## src/rtl/team_06_sram_delay_line_if.sv

```systemverilog
`default_nettype none
// ============================================================================
//  Module      : team_06_sram_delay_line_if
//  Description : Request/response bundle between the delay line and the
//                wishbone manager's user-side port (CPU_DAT_I/ADR_I/SEL_I/
//                WRITE_I/READ_I out, CPU_DAT_O/BUSY_O back).
//  Revision    : 1.0 - initial release
// ============================================================================
interface team_06_sram_delay_line_if;
    logic [31:0] bus_wdata;
    logic [31:0] bus_addr;
    logic [3:0]  bus_sel;
    logic        bus_write;
    logic        bus_read;
    logic [31:0] bus_rdata;
    logic        bus_busy;

    // Delay line side: issues requests, consumes read data and busy.
    modport master (
        output bus_wdata, bus_addr, bus_sel, bus_write, bus_read,
        input  bus_rdata, bus_busy
    );

    // Manager side: accepts requests, returns read data and busy.
    modport slave (
        input  bus_wdata, bus_addr, bus_sel, bus_write, bus_read,
        output bus_rdata, bus_busy
    );
endinterface
`default_nettype wire

```

## src/rtl/team_06_sram_delay_line.sv

```systemverilog
`default_nettype none
// ============================================================================
//  Module      : team_06_sram_delay_line
//  Description : SRAM-backed circular delay line. Packs SAMPLE_W-bit samples
//                into 32-bit words through the wishbone manager and returns
//                the sample written `delay` samples earlier (clamped to
//                DEPTH-1). Bypass mode passes samples straight through.
//                Optional macro TEAM_06_DELAY_MIX_EN: output becomes
//                (sample + delayed) >>> 1 instead of the delayed sample.
//  Revision    : 1.0 - initial release
// ============================================================================
module team_06_sram_delay_line #(
    parameter int          SAMPLE_W    = 8,
    parameter int          DEPTH_WORDS = 2048,
    parameter logic [31:0] BASE_ADDR   = 32'h3300_0000
) (
    input  wire logic                hwclk,
    input  wire logic                reset,
    input  wire logic                enable,
    input  wire logic [SAMPLE_W-1:0] sample_in,
    input  wire logic                sample_valid,
    input  wire logic [15:0]         delay,
    output logic      [SAMPLE_W-1:0] sample_out,
    output logic                     out_valid,
    output logic                     overrun,
    team_06_sram_delay_line_if.master bus
);

    localparam int c_LANES = 32 / SAMPLE_W;
    localparam int c_BYTES = SAMPLE_W / 8;
    localparam int c_DEPTH = DEPTH_WORDS * c_LANES;
    localparam int c_IDX_W = $clog2(c_DEPTH);
    localparam logic [3:0]         c_SEL_BASE = 4'((1 << c_BYTES) - 1);
    localparam logic [c_IDX_W-1:0] c_MAX_IDX  = c_IDX_W'(c_DEPTH - 1);
    localparam logic [c_IDX_W:0]   c_FULL     = (c_IDX_W + 1)'(c_DEPTH);

    localparam logic [2:0] c_IDLE   = 3'd0;
    localparam logic [2:0] c_WR_REQ = 3'd1;
    localparam logic [2:0] c_WR_HI  = 3'd2;
    localparam logic [2:0] c_WR_LO  = 3'd3;
    localparam logic [2:0] c_RD_REQ = 3'd4;
    localparam logic [2:0] c_RD_HI  = 3'd5;
    localparam logic [2:0] c_RD_LO  = 3'd6;
    localparam logic [2:0] c_OUT    = 3'd7;

    // Byte address of the SRAM word holding sample index idx.
    function automatic logic [31:0] f_word_addr(input logic [c_IDX_W-1:0] idx);
        return BASE_ADDR + ((32'(idx) / c_LANES) * 32'd4);
    endfunction

    // Lane of sample index idx within its word (always 0 for 32-bit samples).
    function automatic logic [1:0] f_lane(input logic [c_IDX_W-1:0] idx);
        return 2'(32'(idx) % c_LANES);
    endfunction

    // Byte-enable mask covering one lane; lane 0 sits in the low bytes.
    function automatic logic [3:0] f_sel(input logic [1:0] lane);
        return 4'(c_SEL_BASE << (32'(lane) * c_BYTES));
    endfunction

    logic [2:0]          r_state;
    logic [2:0]          w_next_state;
    logic [c_IDX_W-1:0]  r_wr_idx;
    logic [c_IDX_W-1:0]  r_rd_idx;
    logic [c_IDX_W-1:0]  r_d;
    logic [c_IDX_W:0]    r_fill;

    logic [31:0]         r_bus_wdata, w_bus_wdata;
    logic [31:0]         r_bus_addr,  w_bus_addr;
    logic [3:0]          r_bus_sel,   w_bus_sel;
    logic                r_bus_write, w_bus_write;
    logic                r_bus_read,  w_bus_read;
    logic [SAMPLE_W-1:0] r_sample_out, w_sample_out;
    logic                r_out_valid, w_out_valid;
    logic                r_overrun,   w_overrun;

    logic                w_idle;
    logic                w_accept;
    logic                w_bypass;
    logic                w_wr_done;
    logic                w_rd_done;
    logic [31:0]         w_delay_ext;
    logic [c_IDX_W-1:0]  w_d;
    logic [SAMPLE_W-1:0] w_lane_data;
    logic [SAMPLE_W-1:0] w_delayed;
    logic [SAMPLE_W-1:0] w_result;

    assign w_idle      = (r_state == c_IDLE);
    assign w_accept    = w_idle && sample_valid && enable;
    assign w_bypass    = w_idle && sample_valid && !enable;
    assign w_wr_done   = (r_state == c_WR_LO) && !bus.bus_busy;
    assign w_rd_done   = (r_state == c_RD_LO) && !bus.bus_busy;
    assign w_delay_ext = {16'd0, delay};
    assign w_d         = (w_delay_ext > 32'(c_DEPTH - 1)) ? c_MAX_IDX : c_IDX_W'(w_delay_ext);

    // Lane pick from the returned word; a delay reaching past the samples
    // written so far reads as silence even though the bus read still happens.
    assign w_lane_data = SAMPLE_W'(bus.bus_rdata >> (32'(f_lane(r_rd_idx)) * SAMPLE_W));
    assign w_delayed   = ({1'b0, r_d} >= r_fill) ? '0 : w_lane_data;

`ifdef TEAM_06_DELAY_MIX_EN
    logic [SAMPLE_W-1:0] r_sample;
    logic [SAMPLE_W:0]   w_sum;

    // Sign-extend both terms by one bit; dropping the LSB of the sum is an
    // arithmetic shift right with floor rounding.
    assign w_sum    = {r_sample[SAMPLE_W-1], r_sample} + {w_delayed[SAMPLE_W-1], w_delayed};
    assign w_result = w_sum[SAMPLE_W:1];

    // Keep the dry sample for the mix stage.
    always_ff @(posedge hwclk) begin
        if (reset) begin
            r_sample <= '0;
        end else if (w_accept) begin
            r_sample <= sample_in;
        end
    end
`else
    assign w_result = w_delayed;
`endif

    // State register.
    always_ff @(posedge hwclk) begin
        if (reset) begin
            r_state <= c_IDLE;
        end else begin
            r_state <= w_next_state;
        end
    end

    // Next state: write handshake, then read handshake, then one output cycle.
    always_comb begin
        w_next_state = r_state;
        case (r_state)
            c_IDLE:   if (w_accept)      w_next_state = c_WR_REQ;
            c_WR_REQ:                    w_next_state = c_WR_HI;
            c_WR_HI:  if (bus.bus_busy)  w_next_state = c_WR_LO;
            c_WR_LO:  if (!bus.bus_busy) w_next_state = c_RD_REQ;
            c_RD_REQ:                    w_next_state = c_RD_HI;
            c_RD_HI:  if (bus.bus_busy)  w_next_state = c_RD_LO;
            c_RD_LO:  if (!bus.bus_busy) w_next_state = c_OUT;
            c_OUT:                       w_next_state = c_IDLE;
            default:                     w_next_state = c_IDLE;
        endcase
    end

    // Next values of the registered outputs; requests are raised on the edge
    // that enters WR_REQ/RD_REQ so they are high for exactly that state.
    always_comb begin
        w_bus_write  = 1'b0;
        w_bus_read   = 1'b0;
        w_bus_addr   = r_bus_addr;
        w_bus_sel    = r_bus_sel;
        w_bus_wdata  = r_bus_wdata;
        w_out_valid  = 1'b0;
        w_sample_out = r_sample_out;
        w_overrun    = sample_valid && !w_idle;
        if (w_accept) begin
            w_bus_write = 1'b1;
            w_bus_addr  = f_word_addr(r_wr_idx);
            w_bus_sel   = f_sel(f_lane(r_wr_idx));
            w_bus_wdata = {c_LANES{sample_in}};
        end
        if (w_bypass) begin
            w_out_valid  = 1'b1;
            w_sample_out = sample_in;
        end
        if (w_wr_done) begin
            w_bus_read = 1'b1;
            w_bus_addr = f_word_addr(r_rd_idx);
            w_bus_sel  = f_sel(f_lane(r_rd_idx));
        end
        if (w_rd_done) begin
            w_out_valid  = 1'b1;
            w_sample_out = w_result;
        end
    end

    // Output registers.
    always_ff @(posedge hwclk) begin
        if (reset) begin
            r_bus_write  <= 1'b0;
            r_bus_read   <= 1'b0;
            r_bus_addr   <= '0;
            r_bus_sel    <= '0;
            r_bus_wdata  <= '0;
            r_out_valid  <= 1'b0;
            r_sample_out <= '0;
            r_overrun    <= 1'b0;
        end else begin
            r_bus_write  <= w_bus_write;
            r_bus_read   <= w_bus_read;
            r_bus_addr   <= w_bus_addr;
            r_bus_sel    <= w_bus_sel;
            r_bus_wdata  <= w_bus_wdata;
            r_out_valid  <= w_out_valid;
            r_sample_out <= w_sample_out;
            r_overrun    <= w_overrun;
        end
    end

    // Buffer pointers: read index fixed at accept, write index and fill
    // advance once the write has completed. DEPTH is a power of two, so the
    // index wraps naturally.
    always_ff @(posedge hwclk) begin
        if (reset) begin
            r_wr_idx <= '0;
            r_rd_idx <= '0;
            r_d      <= '0;
            r_fill   <= '0;
        end else begin
            if (w_accept) begin
                r_d      <= w_d;
                r_rd_idx <= r_wr_idx - w_d;
            end
            if (w_wr_done) begin
                r_wr_idx <= r_wr_idx + 1'b1;
                if (r_fill != c_FULL) begin
                    r_fill <= r_fill + 1'b1;
                end
            end
        end
    end

    assign bus.bus_write = r_bus_write;
    assign bus.bus_read  = r_bus_read;
    assign bus.bus_addr  = r_bus_addr;
    assign bus.bus_sel   = r_bus_sel;
    assign bus.bus_wdata = r_bus_wdata;
    assign sample_out    = r_sample_out;
    assign out_valid     = r_out_valid;
    assign overrun       = r_overrun;

endmodule
`default_nettype wire
```

## src/flat_wrapper.sv

```systemverilog
// flat-port wrapper written by rule: the top's interface ports become plain ports
module team_06_sram_delay_line_flat 
#(
    parameter int          SAMPLE_W    = 8,
    parameter int          DEPTH_WORDS = 2048,
    parameter logic [31:0] BASE_ADDR   = 32'h3300_0000
)
  (hwclk, reset, enable, sample_in, sample_valid, delay, sample_out, out_valid, overrun, bus_bus_wdata, bus_bus_addr, bus_bus_sel, bus_bus_write, bus_bus_read, bus_bus_rdata, bus_bus_busy);
  team_06_sram_delay_line_if bus_i ();
  input  wire logic hwclk;
  input  wire logic reset;
  input  wire logic enable;
  input  wire logic [SAMPLE_W-1:0] sample_in;
  input  wire logic sample_valid;
  input  wire logic [15:0] delay;
  output logic      [SAMPLE_W-1:0] sample_out;
  output logic out_valid;
  output logic overrun;
  output wire logic [$bits(bus_i.bus_wdata)-1:0] bus_bus_wdata;
  output wire logic [$bits(bus_i.bus_addr)-1:0] bus_bus_addr;
  output wire logic [$bits(bus_i.bus_sel)-1:0] bus_bus_sel;
  output wire logic [$bits(bus_i.bus_write)-1:0] bus_bus_write;
  output wire logic [$bits(bus_i.bus_read)-1:0] bus_bus_read;
  input wire logic [$bits(bus_i.bus_rdata)-1:0] bus_bus_rdata;
  input wire logic [$bits(bus_i.bus_busy)-1:0] bus_bus_busy;
  assign bus_bus_wdata = bus_i.bus_wdata;
  assign bus_bus_addr = bus_i.bus_addr;
  assign bus_bus_sel = bus_i.bus_sel;
  assign bus_bus_write = bus_i.bus_write;
  assign bus_bus_read = bus_i.bus_read;
  assign bus_i.bus_rdata = bus_bus_rdata;
  assign bus_i.bus_busy = bus_bus_busy;
  team_06_sram_delay_line #(.SAMPLE_W(SAMPLE_W), .DEPTH_WORDS(DEPTH_WORDS), .BASE_ADDR(BASE_ADDR)) u_core (.hwclk(hwclk), .reset(reset), .enable(enable), .sample_in(sample_in), .sample_valid(sample_valid), .delay(delay), .sample_out(sample_out), .out_valid(out_valid), .overrun(overrun), .bus(bus_i));
endmodule
```

## config.mk

```make
export PLATFORM = sky130hd
export DESIGN_NAME = team_06_sram_delay_line_flat
export DESIGN_NICKNAME = d
export VERILOG_FILES = /design/src/rtl/team_06_sram_delay_line_if.sv /design/src/rtl/team_06_sram_delay_line.sv /design/src/flat_wrapper.sv
export SDC_FILE = /design/constraint.sdc
export NUM_CORES = 1
export LEC_CHECK = 0
export CORE_MARGIN = 2
export CORE_UTILIZATION = 53
export DETAILED_ROUTE_END_ITERATION = 8
export HOLD_SLACK_MARGIN = 0.05
export PLACE_DENSITY = 0.95
export SLEW_MARGIN = 20
export SYNTH_ARGS = -nofsm -noshare
export SYNTH_HDL_FRONTEND = slang
export SYNTH_SLANG_ARGS = --single-unit
```

## constraint.sdc

```tcl
create_clock -name hwclk -period 7.4 [get_ports hwclk]
set_input_delay 1.48 -clock hwclk [delete_from_list [all_inputs] [get_ports hwclk]]
set_output_delay 1.48 -clock hwclk [all_outputs]
set_load 0.005 [all_outputs]
```

# Word-level counts from Yosys, hierarchy flattened

Cells that the tools add are included.

Flip-flop bits (word level): 136
Input port bits: 61
Output and inout bits: 80
Logic and storage cells: 68

Add/subtract/negate cells: 5
Magnitude comparators: 2
Eq/ne operators: 13
Shifts and indexed selects: 3
Muxes and demuxes: 18
Reduce and logical (&&, ||, !) cells: 14

Operators by type and width:

| cell                                                 | count |
|---|---|
| 2-to-1 mux 32 bit                                    | 2 |
| adder 30 x 13 -> 31 bit, first input constant        | 2 |
| right shift 32 x 5 -> 8 bit                          | 1 |
| 2-to-1 mux 8 bit                                     | 3 |
| one-hot mux 3 bit (8 select lines)                   | 1 |
| > comparator 16 x 13 -> 1 bit, second input constant | 1 |
| 2-to-1 mux 3 bit                                     | 5 |
| adder 14 x 1 -> 14 bit, second input constant        | 1 |
| >= comparator 13 x 14 -> 1 bit                       | 1 |
| inequality test 14 bit, second input constant        | 1 |
| adder 13 x 1 -> 13 bit, second input constant        | 1 |
| 2-to-1 mux 13 bit                                    | 1 |
| subtractor 13 bit                                    | 1 |
| equality test 3 bit, second input constant           | 4 |
| inequality test 2 bit, second input constant         | 5 |
| 2-to-1 mux 4 bit                                     | 2 |
| << shifter 1 x 2 -> 4 bit, first input constant      | 2 |
| equality test 3 x 2 -> 1 bit, second input constant  | 2 |
| logical AND 1 bit                                    | 6 |
| AND reduction 5 bit                                  | 1 |
| 2-to-1 mux 1 bit                                     | 4 |
| nonzero test 2 bit                                   | 2 |
| equality test 3 x 1 -> 1 bit, second input constant  | 1 |
| zero test 1 bit                                      | 3 |
| 2 further kinds                                      | 2 |

# Logic depth before layout (Yosys ltp)

Word-level depth: 5
Gate-level depth with buffers: 14
Gate-level depth less buffers: 13

# Least setup slack after synthesis

Ideal clock, no wire load.

Kind: input -> register
Start point: input delay[15]
End point: register u_core.r_rd_idx[12]
Library setup time: 132 ps
Arrival time: 4,539 ps
Required time: 7,268 ps
Slack: 2,729 ps
Stages: 14
Path buffers: 1
Cell sequence: or3_1 -> clkbuf_1 -> nor2_1 -> inv_1 -> fa_1 -> nand2b_1 -> a21oi_1 -> maj3_1 -> a311oi_2 -> a2111oi_0 -> nor4b_1 -> a211o_1 -> mux2i_1 -> nor3_1

Cells in the longest elaborated chain, start to end: 3

Ends and longest elaborated chain:

| element                       | line                           | text |
|---|---|---|
| start, declared               | flat_wrapper.sv:15             | `input wire logic [15:0] delay;` |
| > comparator 16 x 13 -> 1 bit | team_06_sram_delay_line.sv:94  | `assign w_d = (w_delay_ext > 32'(c_DEPTH - 1)) ? c_MAX_IDX : c_IDX_W'(w_delay_ext);` |
| 2-to-1 mux 13 bit             | team_06_sram_delay_line.sv:94  |  |
| via u_core.w_d[1]             | team_06_sram_delay_line.sv:83  | `logic [c_IDX_W-1:0] w_d;` |
| subtractor 13 bit             | team_06_sram_delay_line.sv:214 | `r_rd_idx <= r_wr_idx - w_d;` |
| end signal, assigned          | team_06_sram_delay_line.sv:214 |  |
| end, declared                 | team_06_sram_delay_line.sv:64  | `logic [c_IDX_W-1:0] r_rd_idx;` |

The timed path passes the listed nets, and every way through them passes these cells.
A chain may end at the register's enable or synchronous reset.

# Worst setup path after layout

Ends and elaborated chain as after synthesis.

==> impl_results.md <==
* Outcome: completed
* Most frequent cells in the layout: clkdlybuf4s50_1, dfxtp_1, nor2_1
* Share of the synthesized area in the top cell type at 35.0%
* Crit path arrival time at 5570 ps
* Clock transition at the registers of the reported paths at 100 ps
* Flop pwr share at 46.8%
* Clk pwr share at 35.3%
* Number of antenna violations at the first check in global routing at 0
* Delay-heaviest family, CP: simple AND/OR/NAND/NOR gates
* Design Area, Final at 6500 um2
* Util after Layout at 67.2%
* CP startpoint kind: input port
* Worst Clk Skew at 12.7 ps
* Post_cts resized at 0
* Period minus WS final at 5340 ps
* Commonest non-fill, non-tap cell in the layout: clkdlybuf4s50_1
* Max Clk Rate at 187 MHz
* I/O Pins at 141
* Hold slack final at 461 ps
* Int Pwr at 851 uW
* Fill cell count at 735
* Combinational power share at 17.8%
* Synth area leaders: dfxtp_1, nor2_1, buf_4, ha_1, nand2_1
* Setup ws final at 2060 ps
* Critical path buffers and inverters at 2
* Sum Neg Setup Slack at 0 ps
* Share of layout cells above drive strength 1 at 5.56%
* Setup-failing EPs final at 0
* Starting density of the core at 54.3%
* Diode count at 0
* Cell taking the most area after synthesis: dfxtp_1
* Core area at 9680 um2
* Leakage power at 2.34 nW
* Pins Over Slew Limit at 0
* Hold Fails Final Rpt at 0
* Max Root-Sink Buffers at 2
* Pre-CTS setup slack at 1820 ps
* Share of flip-flops with an asynchronous set or reset at 0%
* Wire per inst at 16.5 um
* NetSw at 302 uW
* Area added between synthesis and finish at 23.7%
* Hold-fix buffers at CTS at 0
* MaxCap Viol Count at 0
* H-tree Lvls at 3
* Via density at 5.73
* Clk root buf: clkbuf_8
* FP Rows at 36
* Die Wd at 104 um
* Overall Global Routing Usage at 25.5%
* Cell count after synthesis at 640
* Later-pin clock latency in the skew report at 370 ps
* RSZ-0062 raised after global routing: no
* Number of CTS-inserted buffers at 9
* Period utilisation layout at 72.2%
* Syn_area_per_cell at 8.21 um2
* CTS tree: built
* Switching fraction of total power at 26.2%
* Post-DP Area at 6270 um2
* Prevailing post-synth register cell: dfxtp_1
* EDFF count, synth at 0
* Critical-path cell list: clkdlybuf4s50_1 > or3_1 > nor2_1 > inv_1 > fa_1 > nand2b_1 > a21oi_1 > maj3_1 > a311oi_2 > a2111oi_0 > nor4b_1 > a211o_1 > mux2i_1 > nor3_1
* Placed Cells at 837
* Slew @ Worst Pin at 943 ps
* Die ar. at 10700 um2
* Synth Cell Area at 5260 um2
* Synth cell types at 57
* Initial drt markers at 455
* CP Max Fanout at 14
* Post-synthesis sequential area ratio at 35.0%
* DRC Markers at 0
* Die H at 104 um
* Slowest stage delay, CP at 620 ps
* Largest net degree at the start of global routing at 95
* Total Power at 1.15 mW
* Pwr dens at 177 nW/um2
* Postcts setup bufs at 0
* DRT Pass-1 Iters at 5
* Final wirelength at 14000 um
* Slowest-stage cell, CP: or3_1
* Worst setup path class: input port to flop
* First-pass GRT wire length at 22500 um
* Non-Filler Instances at 852
* ANT nets after route at 0
* Peak supply drop at 0.000119 V
* Final Net Count at 800
* Vias post-DR at 4883
* Worst Hold Class: flop to flop
* Seq cells post-synth at 92
* CP required at 7630 ps
* CTS Sinks at 92
* Total gr overflow at 0
* Setup crit end kind: flop
* GPL Wtd Cong at 0.895
* Relative slew slack at 37.1%
* Ys Warns at 0
* Port Buffers at 123
* Vias in the first global route at 4662
* Post-DP HPWL at 10200 um
[synthesized netlist by cell type (3+ instances only)]
| cell | instances |
|---|---|
| a31oi_1 | 3 |
| buf_4 | 45 |
| a211oi_1 | 23 |
| nand3b_1 | 5 |
| mux2i_1 | 4 |
| inv_1 | 27 |
| clkbuf_1 | 30 |
| nor2_1 | 91 |
| mux4_2 | 8 |
| a21oi_1 | 41 |
| a21o_1 | 6 |
| o21ai_0 | 17 |
| ha_1 | 23 |
| nor3_2 | 3 |
| a41o_1 | 3 |
| a221oi_1 | 8 |
| xnor2_1 | 21 |
| nand2b_1 | 7 |
| dfxtp_1 | 92 |
| and3_1 | 3 |
| nand2_1 | 76 |
| a311oi_1 | 11 |
| or3_1 | 9 |
| xor2_1 | 10 |
| nor3_1 | 16 |
| nand3_1 | 10 |
| nand4_1 | 6 |
| nor3b_1 | 4 |
[flip-flops by register name, summed over array words and instances (netlist names), 3 cells and up]
register and cells:
u_core.r_state 3, u_core.r_rd_idx 13, u_core.r_wr_idx 13, u_core.r_d 13, u_core.bus.bus_wdata 8, u_core.bus.bus_addr 12, u_core.bus.bus_sel 4, u_core.sample_out 8
u_core.r_fill 14
[layout make-up]
cell class | count | area (um2) | share of cell area, %
repair buffers | 127 | 1260 | 19.3
flip-flops and latches | 92 | 1840 | 28.3
well taps | 133 | 166 | 2.56
clock buffers | 9 | 124 | 1.90
clock inverters | 6 | 113 | 1.73
inverters | 27 | 101 | 1.56
multi-input cells | 458 | 2900 | 44.6
[kinds of logic (layout without fill, tap and decap cells)]
family	count (synthesis)	after routing	synth area share, %
AND/OR/NAND/NOR	244	244	21.5
AO/OA/AOI/OAI	128	128	16.8
buffers and inverters	106	169	10.9
flip-flops	92	92	35.0
XOR/XNOR	31	31	5.16
adder cells (fa/ha/maj)	26	26	6.26
multiplexers	12	12	4.19
other	1	17	0.0713
[worst reg2reg max path, cell delays in order, from the launching register on]
cell and delay [ps]:
dfxtp_1 440, inv_1 110, ha_1 240, fa_1 410
nand2b_1 230, a21oi_1 230, maj3_1 220, a311oi_2 160
a2111oi_0 620, nor4b_1 140, a211o_1 320, mux2i_1 190
nor3_1 60
[layer usage]
metal	vias to the layer above	share of wire [%]	global-route usage [%]
met5	-	0	0
met4	0	2.9	10.3
met3	53	5.5	3.96
met2	206	52	45.6
met1	2305	40	30.5
li1	2319	-	-
[power groups by stage]
stage               logic, mW  registers, mW  clock network [mW]
global route            0.224          0.544               0.428
floorplan               0.129          0.542                   0
global placement        0.195          0.550                   0
finish                  0.206          0.540               0.408
CTS                     0.205          0.540               0.407
detailed placement      0.203          0.552                   0
[final timing paths]
kind                                                      start                                to  slack [ps]  cells past startpoint
worst min-delay path            u_core.r_rd_idx[2]$_SDFFE_PP0P_   u_core.r_rd_idx[2]$_SDFFE_PP0P_         460                      2
worst min register to register  u_core.r_rd_idx[2]$_SDFFE_PP0P_   u_core.r_rd_idx[2]$_SDFFE_PP0P_         460                      2
worst max-delay path                                  delay[15]  u_core.r_rd_idx[12]$_SDFFE_PP0P_        2060                     14
worst max register to register  u_core.r_wr_idx[0]$_SDFFE_PP0P_  u_core.r_rd_idx[12]$_SDFFE_PP0P_        3920                     12
Power figures use the tool's default switching activity.
